<file path="src/rtl/map_ram_arbiter.sv">
// Single-port map/sprite RAM arbiter: video reads plus two tank engines, one op per
// cycle, with a tag pipeline that steers read data back to whoever issued the read.
module map_ram_arbiter #(
  parameter int ADDR_W     = 12,
  parameter int DATA_W     = 16,
  parameter int RD_LAT     = 2,
  parameter int STARVE_MAX = 8
) (
  input  logic                  clk_clk,
  input  logic                  reset_reset_n,
  input  logic                  vid_req,
  input  logic [ADDR_W-1:0]     vid_addr,
  output logic                  vid_gnt,
  output logic                  vid_rvalid,
  output logic [DATA_W-1:0]     vid_rdata,
  input  logic [1:0]            t_req,
  input  logic [1:0]            t_we,
  input  logic [2*ADDR_W-1:0]   t_addr,
  input  logic [2*DATA_W-1:0]   t_wdata,
  output logic [1:0]            t_gnt,
  output logic [1:0]            t_rvalid,
  output logic [DATA_W-1:0]     t_rdata,
  output logic                  ram_en,
  output logic                  ram_we,
  output logic [ADDR_W-1:0]     ram_addr,
  output logic [DATA_W-1:0]     ram_wdata,
  input  logic [DATA_W-1:0]     ram_rdata
);

  localparam int CNT_W = $clog2(STARVE_MAX + 1);
  localparam logic [CNT_W-1:0] STARVE_LIM = CNT_W'(STARVE_MAX);

  typedef enum logic [1:0] {
    SRC_VID = 2'd0,
    SRC_T0  = 2'd1,
    SRC_T1  = 2'd2
  } src_e;

  typedef struct packed {
    logic valid;
    src_e src;
  } tag_t;

  logic              rr_q, rr_d;
  logic [CNT_W-1:0]  starveCnt_q, starveCnt_d;
  logic              ramEn_q, ramEn_d;
  logic              ramWe_q, ramWe_d;
  logic [ADDR_W-1:0] ramAddr_q, ramAddr_d;
  logic [DATA_W-1:0] ramWdata_q, ramWdata_d;
  tag_t [RD_LAT:0]   tag_q;
  tag_t              newTag;
  logic [DATA_W-1:0] vidData_q, tData_q;

  logic              anyTReq;
  logic              tankStarved;
  logic              vidGnt;
  logic [1:0]        tGnt;
  logic              tankGnt;
  logic              tankIdx;
  logic [ADDR_W-1:0] tAddrSel;
  logic [DATA_W-1:0] tWdataSel;
  logic              tWeSel;
  tag_t              retTag;
  logic              vidRvalid;
  logic [1:0]        tRvalid;

  // Video wins unless a tank has already sat through STARVE_MAX video grants.
  // Grants are masked while reset is asserted so every output reads 0 at once.
  always_comb begin
    anyTReq     = |t_req;
    tankStarved = anyTReq && (starveCnt_q == STARVE_LIM);
    vidGnt      = reset_reset_n && vid_req && !tankStarved;
    tGnt        = 2'b00;
    if (reset_reset_n && !vidGnt) begin
      if (t_req == 2'b11) begin
        tGnt = rr_q ? 2'b10 : 2'b01;
      end else begin
        tGnt = t_req;
      end
    end
    tankGnt = |tGnt;
    tankIdx = tGnt[1];
  end

  always_comb begin
    tAddrSel  = tankIdx ? t_addr[2*ADDR_W-1:ADDR_W]   : t_addr[ADDR_W-1:0];
    tWdataSel = tankIdx ? t_wdata[2*DATA_W-1:DATA_W]  : t_wdata[DATA_W-1:0];
    tWeSel    = tankIdx ? t_we[1] : t_we[0];
  end

  always_comb begin
    rr_d = rr_q;
    if (tankGnt) begin
      rr_d = ~tankIdx;
    end

    starveCnt_d = starveCnt_q;
    if (tankGnt || !anyTReq) begin
      starveCnt_d = '0;
    end else if (vidGnt && (starveCnt_q != STARVE_LIM)) begin
      starveCnt_d = starveCnt_q + 1'b1;
    end

    ramEn_d    = vidGnt || tankGnt;
    ramWe_d    = tankGnt && tWeSel;
    ramAddr_d  = ramAddr_q;
    ramWdata_d = ramWdata_q;
    if (vidGnt) begin
      ramAddr_d = vid_addr;
    end else if (tankGnt) begin
      ramAddr_d  = tAddrSel;
      ramWdata_d = tWdataSel;
    end

    // Writes still enter the pipeline, as invalid tags, to keep slots aligned.
    newTag.valid = vidGnt || (tankGnt && !tWeSel);
    newTag.src   = vidGnt ? SRC_VID : (tankIdx ? SRC_T1 : SRC_T0);
  end

  always_ff @(posedge clk_clk or negedge reset_reset_n) begin
    if (!reset_reset_n) begin
      rr_q        <= 1'b0;
      starveCnt_q <= '0;
      ramEn_q     <= 1'b0;
      ramWe_q     <= 1'b0;
      ramAddr_q   <= '0;
      ramWdata_q  <= '0;
      tag_q       <= '0;
      vidData_q   <= '0;
      tData_q     <= '0;
    end else begin
      rr_q        <= rr_d;
      starveCnt_q <= starveCnt_d;
      ramEn_q     <= ramEn_d;
      ramWe_q     <= ramWe_d;
      ramAddr_q   <= ramAddr_d;
      ramWdata_q  <= ramWdata_d;
      tag_q       <= {tag_q[RD_LAT-1:0], newTag};
      if (vidRvalid) begin
        vidData_q <= ram_rdata;
      end
      if (|tRvalid) begin
        tData_q <= ram_rdata;
      end
    end
  end

  // The oldest tag lines up with the cycle the RAM presents data for its op.
  always_comb begin
    retTag      = tag_q[RD_LAT];
    vidRvalid   = retTag.valid && (retTag.src == SRC_VID);
    tRvalid[0]  = retTag.valid && (retTag.src == SRC_T0);
    tRvalid[1]  = retTag.valid && (retTag.src == SRC_T1);
  end

  assign vid_gnt    = vidGnt;
  assign t_gnt      = tGnt;
  assign vid_rvalid = vidRvalid;
  assign t_rvalid   = tRvalid;
  assign vid_rdata  = vidRvalid ? ram_rdata : vidData_q;
  assign t_rdata    = (|tRvalid) ? ram_rdata : tData_q;
  assign ram_en     = ramEn_q;
  assign ram_we     = ramWe_q;
  assign ram_addr   = ramAddr_q;
  assign ram_wdata  = ramWdata_q;

endmodule

</file>
<file path="config.mk">
export PLATFORM = sky130hd
export DESIGN_NAME = map_ram_arbiter
export DESIGN_NICKNAME = d
export VERILOG_FILES = /design/src/rtl/map_ram_arbiter.sv
export SDC_FILE = /design/constraint.sdc
export NUM_CORES = 1
export LEC_CHECK = 0
export ABC_CLOCK_PERIOD_IN_PS = 3800
export BUFFER_PORTS_ARGS = -buffer_cell sky130_fd_sc_hd__buf_2
export CORE_MARGIN = 5
export CORE_UTILIZATION = 45
export DETAILED_ROUTE_END_ITERATION = 10
export PLACE_DENSITY = 0.84
export SLEW_MARGIN = 40
export SYNTH_ARGS = -nofsm -noshare
export SYNTH_HDL_FRONTEND = slang
export SYNTH_SLANG_ARGS = --single-unit
</file>
<file path="constraint.sdc">
create_clock -name clk_clk -period 3.8 [get_ports clk_clk]
set_clock_uncertainty 0.15 [all_clocks]
set_input_delay 0.19 -clock clk_clk [delete_from_list [all_inputs] [get_ports clk_clk]]
set_output_delay 0.19 -clock clk_clk [all_outputs]
set_load 0.1 [all_outputs]
</file>
==> results.md <==
* Largest net degree at the start of global routing at 72
* Die area at 9180 um2
* Worst path cell trace: o21ai_4 -> mux2i_1 -> dlygate4sd3_1 -> o221ai_1 -> dlygate4sd3_1
* Arr. time, crit path at 2790 ps
* Routed WL at 9250 um
* RSZ-0062 raised after global routing: false
* Commonest non-fill, non-tap cell in the layout: buf_2
* Hold Slack at 19.2 ps
* Count of cell types in the netlist at 36
* Crit path largest cell delay at 560 ps
* Crit path max-delay family: buffers and inverters
* DRC violations left at 0
* P per Cell Area at 659 nW/um2
* DR iter-0 viols at 73
* Number of I/O pins at 159
* Worst skew pair latency at 330 ps
* Period minus WS final at 2720 ps
* Max_slew headroom at 0.565
* Mapped Cells at 261
* Synthesized area at 3310 um2
* R2R cell count at 5
* Total leakage power at 2.56 nW
* Grt ovf at 0
* Worst Hold Class: in -> reg
* Syn avg cell area at 12.7 um2
* FF-to-FF End: ram_addr[8]$_DFFE_PN0P_
* Routability cong. at 0.775
* Worst-path maximum fanout at 16
* Number of fill cells in the layout at 527
* Initial antenna violation count at 1
* Max_cap viols at 0
* EDFF count, synth at 0
* Root buf cell: clkbuf_8
* Met3 wire length at 726 um
* Seq/Total Area, Yosys at 0.574
* Die width at 95.8 um
* Max VDD drop at 0.355 mV
* Worst Path Buf+Inv at 2
* HPWL Detailed at 6110 um
* Dominant synthesized flop cell: dfrtp_1
* Critical path depth at 5
* CP dominant cell by count: dlygate4sd3_1
* Worst Setup EP: ram_addr[8]$_DFFE_PN0P_
* Row count at 31
* YS warnings at 0
* Worst EP required at 3870 ps
* Area of the multi-input gates at 1250 um2
* Layout area overhead at 49.9%
* Clock sink count at 76
* Final hold viol count at 0
* DR top layer: met4
* Final setup fails at 0
* Design Area, Final at 4970 um2
* H-tree depth at 3
* Crit path kind: reg -> reg
* Status: complete, no violations
* GRT Resource Usage Total at 0.204
* Starting Density at 0.459
* Detailed route wirelength on metal2 at 4920 um
* Nets at 574
* Fin crit share at 0.715
* Post-CTS Setup Repair Bufs at 0
* Slew Limit Fails at 0
* Synthesis-stage register bit count at 76
* Port Buffers at 158
* Placed cell area at 4200 um2
* Die H at 95.8 um
* Longest Clk Path Bufs at 2
* Most frequent cells in the layout: buf_2 (157), dfrtp_1 (76), dlygate4sd3_1 (56)
* Crit path from: rr_q$_DFFE_PN0P_
* Via count of the routed design at 2896
* Max Freq at 368 MHz
* Drt pass-1 iters at 5
* Post-DR wirelength/cell at 15.8 um
* Flop2flop setup slack at 1080 ps
* Share of layout cells above drive strength 1 at 0.453
* Slowest-stage cell, CP: dlygate4sd3_1
* Seq. cell area at 1900 um2
* Asr flop ratio synth at 1.00
* Post-route met1 wirelength at 3470 um
* CP endpoint kind: flip-flop
* Vias per inst at 4.94
* Antenna-violating nets left at 0
* CTS Buf Count at 9
* Post-Syn Nets at 354
* First-pass GRT wire length at 14500 um
* CP Launch Type: flip-flop
* Core box area at 7210 um2
* TritonCTS clock tree: done
* Least-Margin Pin Slew at 650 ps
* Sum Neg Setup Slack at 0 ps
* Clk slew on worst S/H paths at 80 ps
* R2R Path Start: rr_q$_DFFE_PN0P_
* Vias in the first global route at 3149
==> flip-flops by register name (all words and copies together) (netlist names) <==
signal       flops
starveCnt_q      4
vidData_q       16
ram_wdata       16
tData_q         16
rr_q             1
ram_en           1
ram_we           1
retTag           3
tag_q            6
ram_addr        12
==> per-layer routing <==
metal	vias to the layer above	GRT usage
met2	117	0.376
met3	14	0.0641
met5	-	0
met4	0	0.0711
met1	1409	0.218
li1	1356	-
==> per-stage QoR <==
stage               cells  power, mW  setup slack (ps)   util
floorplan             261       2.35               146      -
global placement      513       2.57              1500  0.581
detailed placement    513       2.60              1390  0.582
CTS                   585       3.30              1010  0.688
global route          586       3.40               981  0.689
finish                586       3.27              1080  0.689
==> layout make-up <==
cell class	instances	area share
diodes	1	0.000504
clock buffers	9	0.0249
clock inverters	7	0.0166
inverters	19	0.0144
multi-input cells	154	0.252
flip-flops and latches	76	0.383
well taps	99	0.0249
repair buffers	221	0.284
==> worst min path at each step <==
stage / slack (ps) / cells past startpoint / from / to
3_3_place_gp: -130 / 1 / reset_reset_n / starveCnt_q[0]$_DFFE_PN0P_
5_1_grt: 20 / 3 / t_wdata[1] / ram_wdata[1]$_DFFE_PN0P_
3_5_place_dp: -120 / 1 / reset_reset_n / starveCnt_q[0]$_DFFE_PN0P_
6_report: 20 / 3 / t_wdata[19] / ram_wdata[3]$_DFFE_PN0P_
2_1_floorplan: -260 / 0 / reset_reset_n / ram_addr[0]$_DFFE_PN0P_
4_1_cts: 0.6 / 3 / t_wdata[1] / ram_wdata[1]$_DFFE_PN0P_
==> power by group <==
part	internal, mW	switching (mW)	total, mW	leakage [nW]
sequential	0.955	0.0611	1.02	0.903
combinational	0.331	1.30	1.63	1.55
clock	0.314	0.311	0.624	0.0984
==> cells in the mapped netlist, types with 2 or more instances <==
master | number | area, um2
inv_1 | 19 | 71.3
mux2i_1 | 29 | 290
buf_6 | 4 | 45.0
dfrtp_1 | 76 | 1900
o221ai_1 | 12 | 105
mux2_2 | 22 | 248
nand2_1 | 13 | 48.8
a21oi_1 | 21 | 105
o21ai_0 | 3 | 15.0
mux2_4 | 10 | 150
buf_2 | 5 | 25.0
ha_1 | 2 | 25.0
nor2_1 | 20 | 75.1
nand2b_1 | 2 | 12.5
nand4_1 | 2 | 12.5
==> kinds of logic (layout without fill, tap and decap cells) <==
family / after synthesis / count (layout) / share of synthesized area
flip-flops: 76 / 76 / 0.574
multiplexers: 61 / 61 / 0.208
AND/OR/NAND/NOR: 46 / 46 / 0.0698
AO/OA/AOI/OAI: 44 / 44 / 0.0864
buffers and inverters: 31 / 256 / 0.0521
adder cells (fa/ha/maj): 2 / 2 / 0.00755
XOR/XNOR: 1 / 1 / 0.00264
other: 0 / 1 / 0
==> timing repair <==
action	in CTS	in global routing
hold buffers	56	0
resized for setup	0	0
endpoints found under the hold margin	129	0
==> worst reg2reg max path, stage by stage, from the launching register on <==
cell and delay (ps):
dfrtp_1 440, o21ai_4 540, mux2i_1 270, dlygate4sd3_1 560, o221ai_1 90, dlygate4sd3_1 560
No activity file was read; power rests on OpenSTA's default activity.
